### config.mk
export PLATFORM = sky130hd
export DESIGN_NAME = mul8_mac_acc_flat
export DESIGN_NICKNAME = d
export VERILOG_FILES = /design/src/rtl/mul8_pkg.sv /design/src/rtl/mul8_mac_acc_if.sv /design/src/rtl/mul8_mac_acc_sat_add.sv /design/src/rtl/mul8_mac_acc.sv /design/src/flat_wrapper.sv
export SDC_FILE = /design/constraint.sdc
export NUM_CORES = 1
export LEC_CHECK = 0
export ABC_AREA = 1
export CAP_MARGIN = 10
export CORE_ASPECT_RATIO = 1.2
export CORE_MARGIN = 2
export CORE_UTILIZATION = 40
export DETAILED_ROUTE_END_ITERATION = 6
export HOLD_SLACK_MARGIN = 0.12
export PLACE_DENSITY = 0.71
export SLEW_MARGIN = 20
export SYNTH_ARGS = -nofsm -noshare
export SYNTH_HDL_FRONTEND = slang
export SYNTH_SLANG_ARGS = --single-unit
export TNS_END_PERCENT = 20
### constraint.sdc
create_clock -name clk -period 2.7 [get_ports clk]
set_input_delay 0.54 -clock clk [delete_from_list [all_inputs] [get_ports clk]]
set_output_delay 0.54 -clock clk [all_outputs]
set_load 0.005 [all_outputs]
### src/rtl/mul8_pkg.sv
// Shared definitions for the multiply-accumulate back end.
// Holds the product width, default frame length and accumulator width,
// and the state encoding of the result-holding output stage.
package mul8_pkg;

  localparam int PROD_W    = 16;  // width of one unsigned 8x8 product
  localparam int DEF_LEN   = 8;   // products per frame
  localparam int DEF_ACC_W = 24;  // accumulator / result width

  // Output stage: EMPTY has no result to offer, FULL is presenting one.
  typedef enum logic {
    EMPTY = 1'b0,
    FULL  = 1'b1
  } out_state_e;

endpackage : mul8_pkg

### src/rtl/mul8_mac_acc_if.sv
// Stream interface of the MAC back end.
//   clr                  : synchronous abort of the partial frame
//   in_valid/in_ready    : product handshake, in_prod carries the product
//   out_valid/out_ready  : result handshake, out_sum/out_ovf carry the result
// master = the environment feeding products and taking results,
// slave  = the accumulator block.
interface mul8_mac_acc_if
  import mul8_pkg::*;
#(
  parameter int ACC_W = DEF_ACC_W
);

  logic              clr;
  logic              in_valid;
  logic              in_ready;
  logic [PROD_W-1:0] in_prod;
  logic              out_valid;
  logic              out_ready;
  logic [ACC_W-1:0]  out_sum;
  logic              out_ovf;

  modport master (
    output clr, in_valid, in_prod, out_ready,
    input  in_ready, out_valid, out_sum, out_ovf
  );

  modport slave (
    input  clr, in_valid, in_prod, out_ready,
    output in_ready, out_valid, out_sum, out_ovf
  );

endinterface : mul8_mac_acc_if

### src/rtl/mul8_mac_acc_sat_add.sv
// Saturating unsigned adder.
//   a_i, b_i : W-bit unsigned operands
//   sum_o    : a_i + b_i, clamped to all-ones on carry-out
//   sat_o    : high when the clamp was applied
module sat_add #(
  parameter int W = 24
) (
  input  logic [W-1:0] a_i,
  input  logic [W-1:0] b_i,
  output logic [W-1:0] sum_o,
  output logic         sat_o
);

  // One extra bit keeps the carry so overflow is detected exactly.
  logic [W:0] full_sum;

  assign full_sum = {1'b0, a_i} + {1'b0, b_i};
  assign sat_o    = full_sum[W];
  assign sum_o    = full_sum[W] ? {W{1'b1}} : full_sum[W-1:0];

endmodule : sat_add

### src/rtl/mul8_mac_acc.sv
// Multiply-accumulate back end: sums frames of LEN unsigned 16-bit products
// into a saturating ACC_W-bit accumulator and presents each finished frame
// sum on a registered valid/ready output. The next frame accumulates while
// the previous result waits to be taken.
//   clk, rst_n : clock, asynchronous active-low reset
//   bus        : slave side of mul8_mac_acc_if (products in, results out)
module mul8_mac_acc
  import mul8_pkg::*;
#(
  parameter int LEN   = DEF_LEN,
  parameter int ACC_W = DEF_ACC_W
) (
  input  logic           clk,
  input  logic           rst_n,
  mul8_mac_acc_if.slave  bus
);

  localparam int              CNT_W = (LEN > 1) ? $clog2(LEN) : 1;
  localparam logic [CNT_W-1:0] LAST = CNT_W'(LEN - 1);

  logic [ACC_W-1:0] acc_q, acc_d;
  logic [CNT_W-1:0] cnt_q, cnt_d;
  logic             ovf_acc_q, ovf_acc_d;

  out_state_e       state_q;
  logic [ACC_W-1:0] out_sum_q;
  logic             out_ovf_q;

  logic             last_slot;
  logic             take;
  logic             done;
  logic [ACC_W-1:0] add_sum;
  logic             add_sat;

  assign last_slot = (cnt_q == LAST);

  // Only the final product of a frame can be blocked: it is the one that
  // would overwrite a result nobody has taken yet. out_ready feeds in_ready
  // combinationally so a result can be taken and replaced in the same cycle.
  assign bus.in_ready = !bus.clr && !((state_q == FULL) && !bus.out_ready && last_slot);

  assign take = bus.in_valid && bus.in_ready;
  assign done = take && last_slot;

  sat_add #(.W(ACC_W)) u_sat_add (
    .a_i   (acc_q),
    .b_i   (ACC_W'(bus.in_prod)),
    .sum_o (add_sum),
    .sat_o (add_sat)
  );

  // NOTE: every variable gets its hold value first so no path leaves it
  // unassigned; otherwise synthesis would infer a latch.
  always_comb begin
    acc_d     = acc_q;
    cnt_d     = cnt_q;
    ovf_acc_d = ovf_acc_q;
    if (bus.clr || done) begin
      // Abort, or the frame just moved to the output register.
      acc_d     = '0;
      cnt_d     = '0;
      ovf_acc_d = 1'b0;
    end else if (take) begin
      acc_d     = add_sum;
      cnt_d     = cnt_q + CNT_W'(1);
      ovf_acc_d = ovf_acc_q | add_sat;
    end
  end

  // NOTE: sequential state uses non-blocking assignments so every register
  // samples the pre-edge values regardless of statement order.
  always_ff @(posedge clk or negedge rst_n) begin
    if (!rst_n) begin
      acc_q     <= '0;
      cnt_q     <= '0;
      ovf_acc_q <= 1'b0;
    end else begin
      acc_q     <= acc_d;
      cnt_q     <= cnt_d;
      ovf_acc_q <= ovf_acc_d;
    end
  end

  // Output stage. A completion in FULL is only possible when out_ready is
  // high (in_ready gating), so the old result is being taken as the new one
  // is loaded and the stage simply stays FULL.
  always_ff @(posedge clk or negedge rst_n) begin
    if (!rst_n) begin
      state_q   <= EMPTY;
      out_sum_q <= '0;
      out_ovf_q <= 1'b0;
    end else begin
      if (done) begin
        out_sum_q <= add_sum;
        out_ovf_q <= ovf_acc_q | add_sat;
      end
      unique case (state_q)
        EMPTY: if (done) state_q <= FULL;
        FULL:  if (!done && bus.out_ready) state_q <= EMPTY;
        default: state_q <= EMPTY;
      endcase
    end
  end

  assign bus.out_valid = (state_q == FULL);
  assign bus.out_sum   = out_sum_q;
  assign bus.out_ovf   = out_ovf_q;

endmodule : mul8_mac_acc

### src/flat_wrapper.sv
// flat-port wrapper written by rule: the top's interface ports become plain ports
module mul8_mac_acc_flat import mul8_pkg::*;
#(
  parameter int LEN   = DEF_LEN,
  parameter int ACC_W = DEF_ACC_W
)
  (clk, rst_n, bus_clr, bus_in_valid, bus_in_prod, bus_out_ready, bus_in_ready, bus_out_valid, bus_out_sum, bus_out_ovf);
  mul8_mac_acc_if #(.ACC_W(ACC_W)) bus_i ();
  input  logic clk;
  input  logic rst_n;
  input wire logic [$bits(bus_i.clr)-1:0] bus_clr;
  input wire logic [$bits(bus_i.in_valid)-1:0] bus_in_valid;
  input wire logic [$bits(bus_i.in_prod)-1:0] bus_in_prod;
  input wire logic [$bits(bus_i.out_ready)-1:0] bus_out_ready;
  output wire logic [$bits(bus_i.in_ready)-1:0] bus_in_ready;
  output wire logic [$bits(bus_i.out_valid)-1:0] bus_out_valid;
  output wire logic [$bits(bus_i.out_sum)-1:0] bus_out_sum;
  output wire logic [$bits(bus_i.out_ovf)-1:0] bus_out_ovf;
  assign bus_i.clr = bus_clr;
  assign bus_i.in_valid = bus_in_valid;
  assign bus_i.in_prod = bus_in_prod;
  assign bus_i.out_ready = bus_out_ready;
  assign bus_in_ready = bus_i.in_ready;
  assign bus_out_valid = bus_i.out_valid;
  assign bus_out_sum = bus_i.out_sum;
  assign bus_out_ovf = bus_i.out_ovf;
  mul8_mac_acc #(.LEN(LEN), .ACC_W(ACC_W)) u_core (.clk(clk), .rst_n(rst_n), .bus(bus_i));
endmodule
# Yosys cells after proc, flatten, opt, wreduce, memory -nomap -nowiden
# Cells that the tools add are included.
dict set report totals {
  regBits 54
  input_bits 21
  output_inout_bits 27
  wordCells 33
}
dict set report op_classes {
  add_sub_neg 2
  eq_ne 1
  mux 10
  bitwise_logic 2
  n_reduce_logical 12
}
# op count
set op_table {}
lappend op_table {{24-bit 2-to-1 mux} 3}
lappend op_table {{24-bit by 16-bit adder with 25-bit output} 1}
lappend op_table {{1-bit logical AND} 6}
lappend op_table {{3-bit 2-to-1 mux} 2}
lappend op_table {{1-bit zero test} 4}
lappend op_table {{1-bit 2-to-1 mux} 4}
lappend op_table {{3-bit by 1-bit adder with 3-bit output, second input constant} 1}
lappend op_table {{3-bit equality test, second input constant} 1}
lappend op_table {{1-bit case mux with 2 select lines} 1}
lappend op_table {{2-bit nonzero test} 1}
lappend op_table {{1-bit logical OR} 1}
lappend op_table {{1-bit inverter} 1}
lappend op_table {{1-bit OR} 1}

# Longest topological paths before layout
dict set report depth {
  word_depth 11
  ltp_mapped 13
  ltp_nobuf 13
}

# By module
# Synthesis repeated with hierarchy kept, for this count alone.
dict set report hier_totals {
  hier_cells 644
  hier_area_um2 4254.1
}
# module instances cells_per_inst area_each_um2 seq_area_each_um2
set modules_own_cells {}
lappend modules_own_cells {mul8_mac_acc 1 247 2342.2 1351.3}
lappend modules_own_cells {sat_add 1 397 1911.8 0.0}

# Least setup slack after synthesis
# OpenSTA, ideal clock, no wires.
dict set report synth_path {
  kind {input to register}
  start {input port bus_in_prod[0]}
  end {register u_core.out_sum_q[4] (netlist: u_core.bus.out_sum[4])}
  setup_time_ns 0.117
  t_arrival_ns 2.050
  required_ns 2.583
  setup_slack_ns 0.534
  cell_stages 13
  path_buffers 1
  cell_sequence {ha_1 > fa_1 > nand2_1 > nand2_1 > nand3_1 > nand2_2 > nand2_2 > nand2_4 > nand2_4 > buf_6 > nand3b_2 > nand2_1 > nand2_1}
}
dict set report synth_between {
  elab_chain_cells 2
}
# item line
set synth_lines {}
lappend synth_lines {{from (decl)} flat_wrapper.sv:13} ;# input wire logic [$bits(bus_i.in_prod)-1:0] bus_in_prod;
lappend synth_lines {{24-bit by 16-bit adder with 25-bit output} mul8_mac_acc_sat_add.sv:17} ;# assign full_sum = {1'b0, a_i} + {1'b0, b_i};
lappend synth_lines {{24-bit 2-to-1 mux} mul8_mac_acc_sat_add.sv:19} ;# assign sum_o = full_sum[W] ? {W{1'b1}} : full_sum[W-1:0];
lappend synth_lines {{to (signal assigned)} mul8_mac_acc.sv:94} ;# out_sum_q <= add_sum;
lappend synth_lines {{to (decl)} mul8_mac_acc.sv:26} ;# logic [ACC_W-1:0] out_sum_q;
# No other way between the ends.
# A chain may end at the register's enable or synchronous reset.

# Final worst setup path
dict set report layout_path {
  start {register u_core.cnt_q[0]}
  end {output port bus_in_ready}
}
dict set report layout_between {
  elab_chain_cells 4
}
# item line
set layout_lines {}
lappend layout_lines {{from (decl)} mul8_mac_acc.sv:22} ;# logic [CNT_W-1:0] cnt_q, cnt_d;
lappend layout_lines {{from (signal assigned)} mul8_mac_acc.sv:79} ;# cnt_q <= cnt_d;
lappend layout_lines {{3-bit equality test} mul8_mac_acc.sv:35} ;# assign last_slot = (cnt_q == LAST);
lappend layout_lines {{1-bit logical AND} mul8_mac_acc.sv:40} ;# assign bus.in_ready = !bus.clr && !((state_q == FULL) && !bus.out_ready && last_slot);
lappend layout_lines {{1-bit zero test} mul8_mac_acc.sv:40}
lappend layout_lines {{1-bit logical AND} mul8_mac_acc.sv:40}
lappend layout_lines {{to (decl)} flat_wrapper.sv:15} ;# output wire logic [$bits(bus_i.in_ready)-1:0] bus_in_ready;
# No other way between the ends.

==> metrics.cfg <==
[cts]
post_cts_resize_count = 0
ctsLongestPathBuffers = 2
cts_tree = built
cts_buffers = 5
cts_root_buffer = clkbuf_8
path_clk_slew_ps = 110
cts_hold_repair.buffers = 0
clock_sinks = 54
insertion_delay_ps = 330
htreeDepth = 2
postCtsSetupBuffers = 0

[cells_and_area]
syn_to_final_growth_pct = 21.0
fin_util_pct = 49.8
fillCellCount = 959
nNetsFinal = 661
final_area_mm2 = 0.00450
diodes = 0
drive_gt1_share_pct = 8.20

[yosys]
ys_types = 32
synth_top_area_cell = dfrtp_1
seq_area_frac_synth_pct = 36.4
synth.area.top_cells = dfrtp_1, nand2_1, inv_1
synth_warnings = 0
ys.flop_type = dfrtp_1
avgSynthCellArea_um2 = 6.61
synthCells = 562
ys_ff_latch = 54
synth_commonest_cells = nand2_1, inv_1, dfrtp_1
syn_nets = 602
synth_edf_count = 0
synth.most_common_cell = nand2_1
synth_area_mm2 = 0.00372
synth_top_area_share_pct = 36.4
async_flop_share_pct = 100

[timing]
period_needed_ps = 2420
rsz0062_at_grt = no
post-route-period-util_pct = 89.7
skew_ps = 13.8
fmax_ghz = 0.413
worst_pin_slew_ps = 655
hold_violations = 0
finalMaxSlewViolations = 0
slew_headroom_pct = 56.3
tns_ps = 0
finalSetupViolations = 0

[placed_design]
post_dp_cell_area_mm2 = 0.00440
io_buffer_count = 47
dp_hpwl_um = 7360
place_congestion = 0.984

[critical_path]
crit_start = u_core.cnt_q[0]
required_ps = 2160
crit_end = bus_in_ready
critPathArrivalTime_ps = 1880
rrSetupSlack_ps = 400
critPathLaunchType = flop
crit_path_end_kind = output pin
r2r-end = u_core.acc_q[5]
path_class = flop to output pin
cp_max_fo = 3
reg2regPathDepth = 11
reg2reg_from = u_core.cnt_q[0]

[die]
boundaryPins = 48
die_y_um = 110
core_area_mm2 = 0.00903
die_area_mm2 = 0.0101
rows = 38
fp.dieW_um = 92.0
initial_core_util_pct = 41.1

[power_and_ir_drop]
p_switching_w = 0.000849
combPwrFrac_pct = 37.1
irDropWorstVdd_mv = 0.206
netSwitchingFraction_pct = 38.4
pwr-share-seq_pct = 40.8
leakage_nw = 2.60
internal_power_w = 0.00136
clockPowerShare_pct = 22.1
power_density_mw_per_mm2 = 491

[worst_hold_path]
hold_class = primary input to async pin

[drt]
dr.first_iter.drc_count = 144
via_count = 3441
drt_pass1_iterations = 4
avgRoutedWirePerCell_um = 12.6
antenna_left = 0
drc = 0
finalWirelength_um = 9380
viasPerCell = 4.64

[global_routing]
track_usage_pct = 20.2
grt_remaining_overflow = 0
grt_pass1_vias = 3436
antenna_found_initial = 0
grt_pass1_wl_um = 16200
grt_max_degree = 29

[run]
cap_violations = 0

[outcome]
status = finished, final reports clean

critical path, stage by stage, from the launching register on:
cell	delay (ps)
dfrtp_1	410
ha_1	210
ha_1	240
inv_1	90
o31ai_2	60
inv_2	60
clkdlybuf4s50_1	490
logic make-up after synthesis:
group           share of synthesized area, %
compound gates                          3.74
xor+xnor                                1.41
fa+ha+maj                               6.60
buf+inv                                 9.60
flops                                   36.4
simple gates                            42.3
how the worst min path moves through the flow:
stage	startpoint	end	slack, ps	cells past startpoint
6_report	rst_n	u_core.acc_q[18]	220	1
3_3_place_gp	u_core.bus.out_sum[3]	u_core.bus.out_sum[3]	460	2
5_1_grt	rst_n	u_core.cnt_q[2]	270	1
3_5_place_dp	u_core.bus.out_sum[0]	u_core.bus.out_sum[0]	470	2
2_1_floorplan	rst_n	u_core.acc_q[0]	240	0
4_1_cts	rst_n	u_core.cnt_q[2]	240	1
per-layer routing:
layer / part of all wire [%] / vias up / global-route usage, % / wire, um
met4: 2.3 / 0 / 7.04 / 218
met3: 3.1 / 15 / 2.88 / 292
met1: 48 / 1539 / 26.1 / 4490
met2: 47 / 62 / 34.9 / 4380
met5: 0 / - / 0 / 0
li1: - / 1825 / - / -
cell type report:
type / instances / area [um2] / share of cell area [%]
clock inverters: 3 / 25.0 / 0.557
flip-flops and latches: 54 / 1350 / 30.1
clock buffers: 5 / 68.8 / 1.53
repair buffers: 62 / 603 / 13.4
well taps: 120 / 150 / 3.34
inverters: 77 / 289 / 6.43
multi-input cells: 421 / 2010 / 44.7
cells in the final DEF (no fill, tap or decap), types with 7 or more instances in the layout:
master / count
buf_4: 13
nand2_1: 284
dfrtp_1: 54
inv_1: 70
o21ai_0: 7
nand3_2: 9
nor2_1: 34
ha_1: 18
clkdlybuf4s50_1: 46
nand3_1: 26
a21oi_1: 7
power groups by stage:
stage                     logic [W]  clock network, W  registers (W)
final                      0.000819          0.000488       0.000901
after global routing       0.000946          0.000528       0.000908
after CTS                  0.000821          0.000501       0.000901
after detailed placement   0.000816                 0       0.000916
after global placement     0.000810                 0       0.000914
after floorplan            0.000583                 0       0.000906
per-stage QoR:
stage          instances  total power, W  setup slack, ps  hold slack [ps]
6_report             742         0.00221              277              224
5_1_grt              742         0.00238              105              268
4_1_cts              742         0.00222              255              244
3_5_place_dp         734         0.00173            -62.8              465
3_3_place_gp         734         0.00172             3.50              463
2_1_floorplan        562         0.00149              534              244
registers in the layout, indices dropped and copies added, names as in the netlist:
name and cells:
u_core.acc_q 24, u_core.bus.out_sum 24, u_core.cnt_q 3, u_core.bus.out_ovf 1
u_core.bus.out_valid 1, u_core.ovf_acc_q 1
Power figures use the tool's default switching activity.
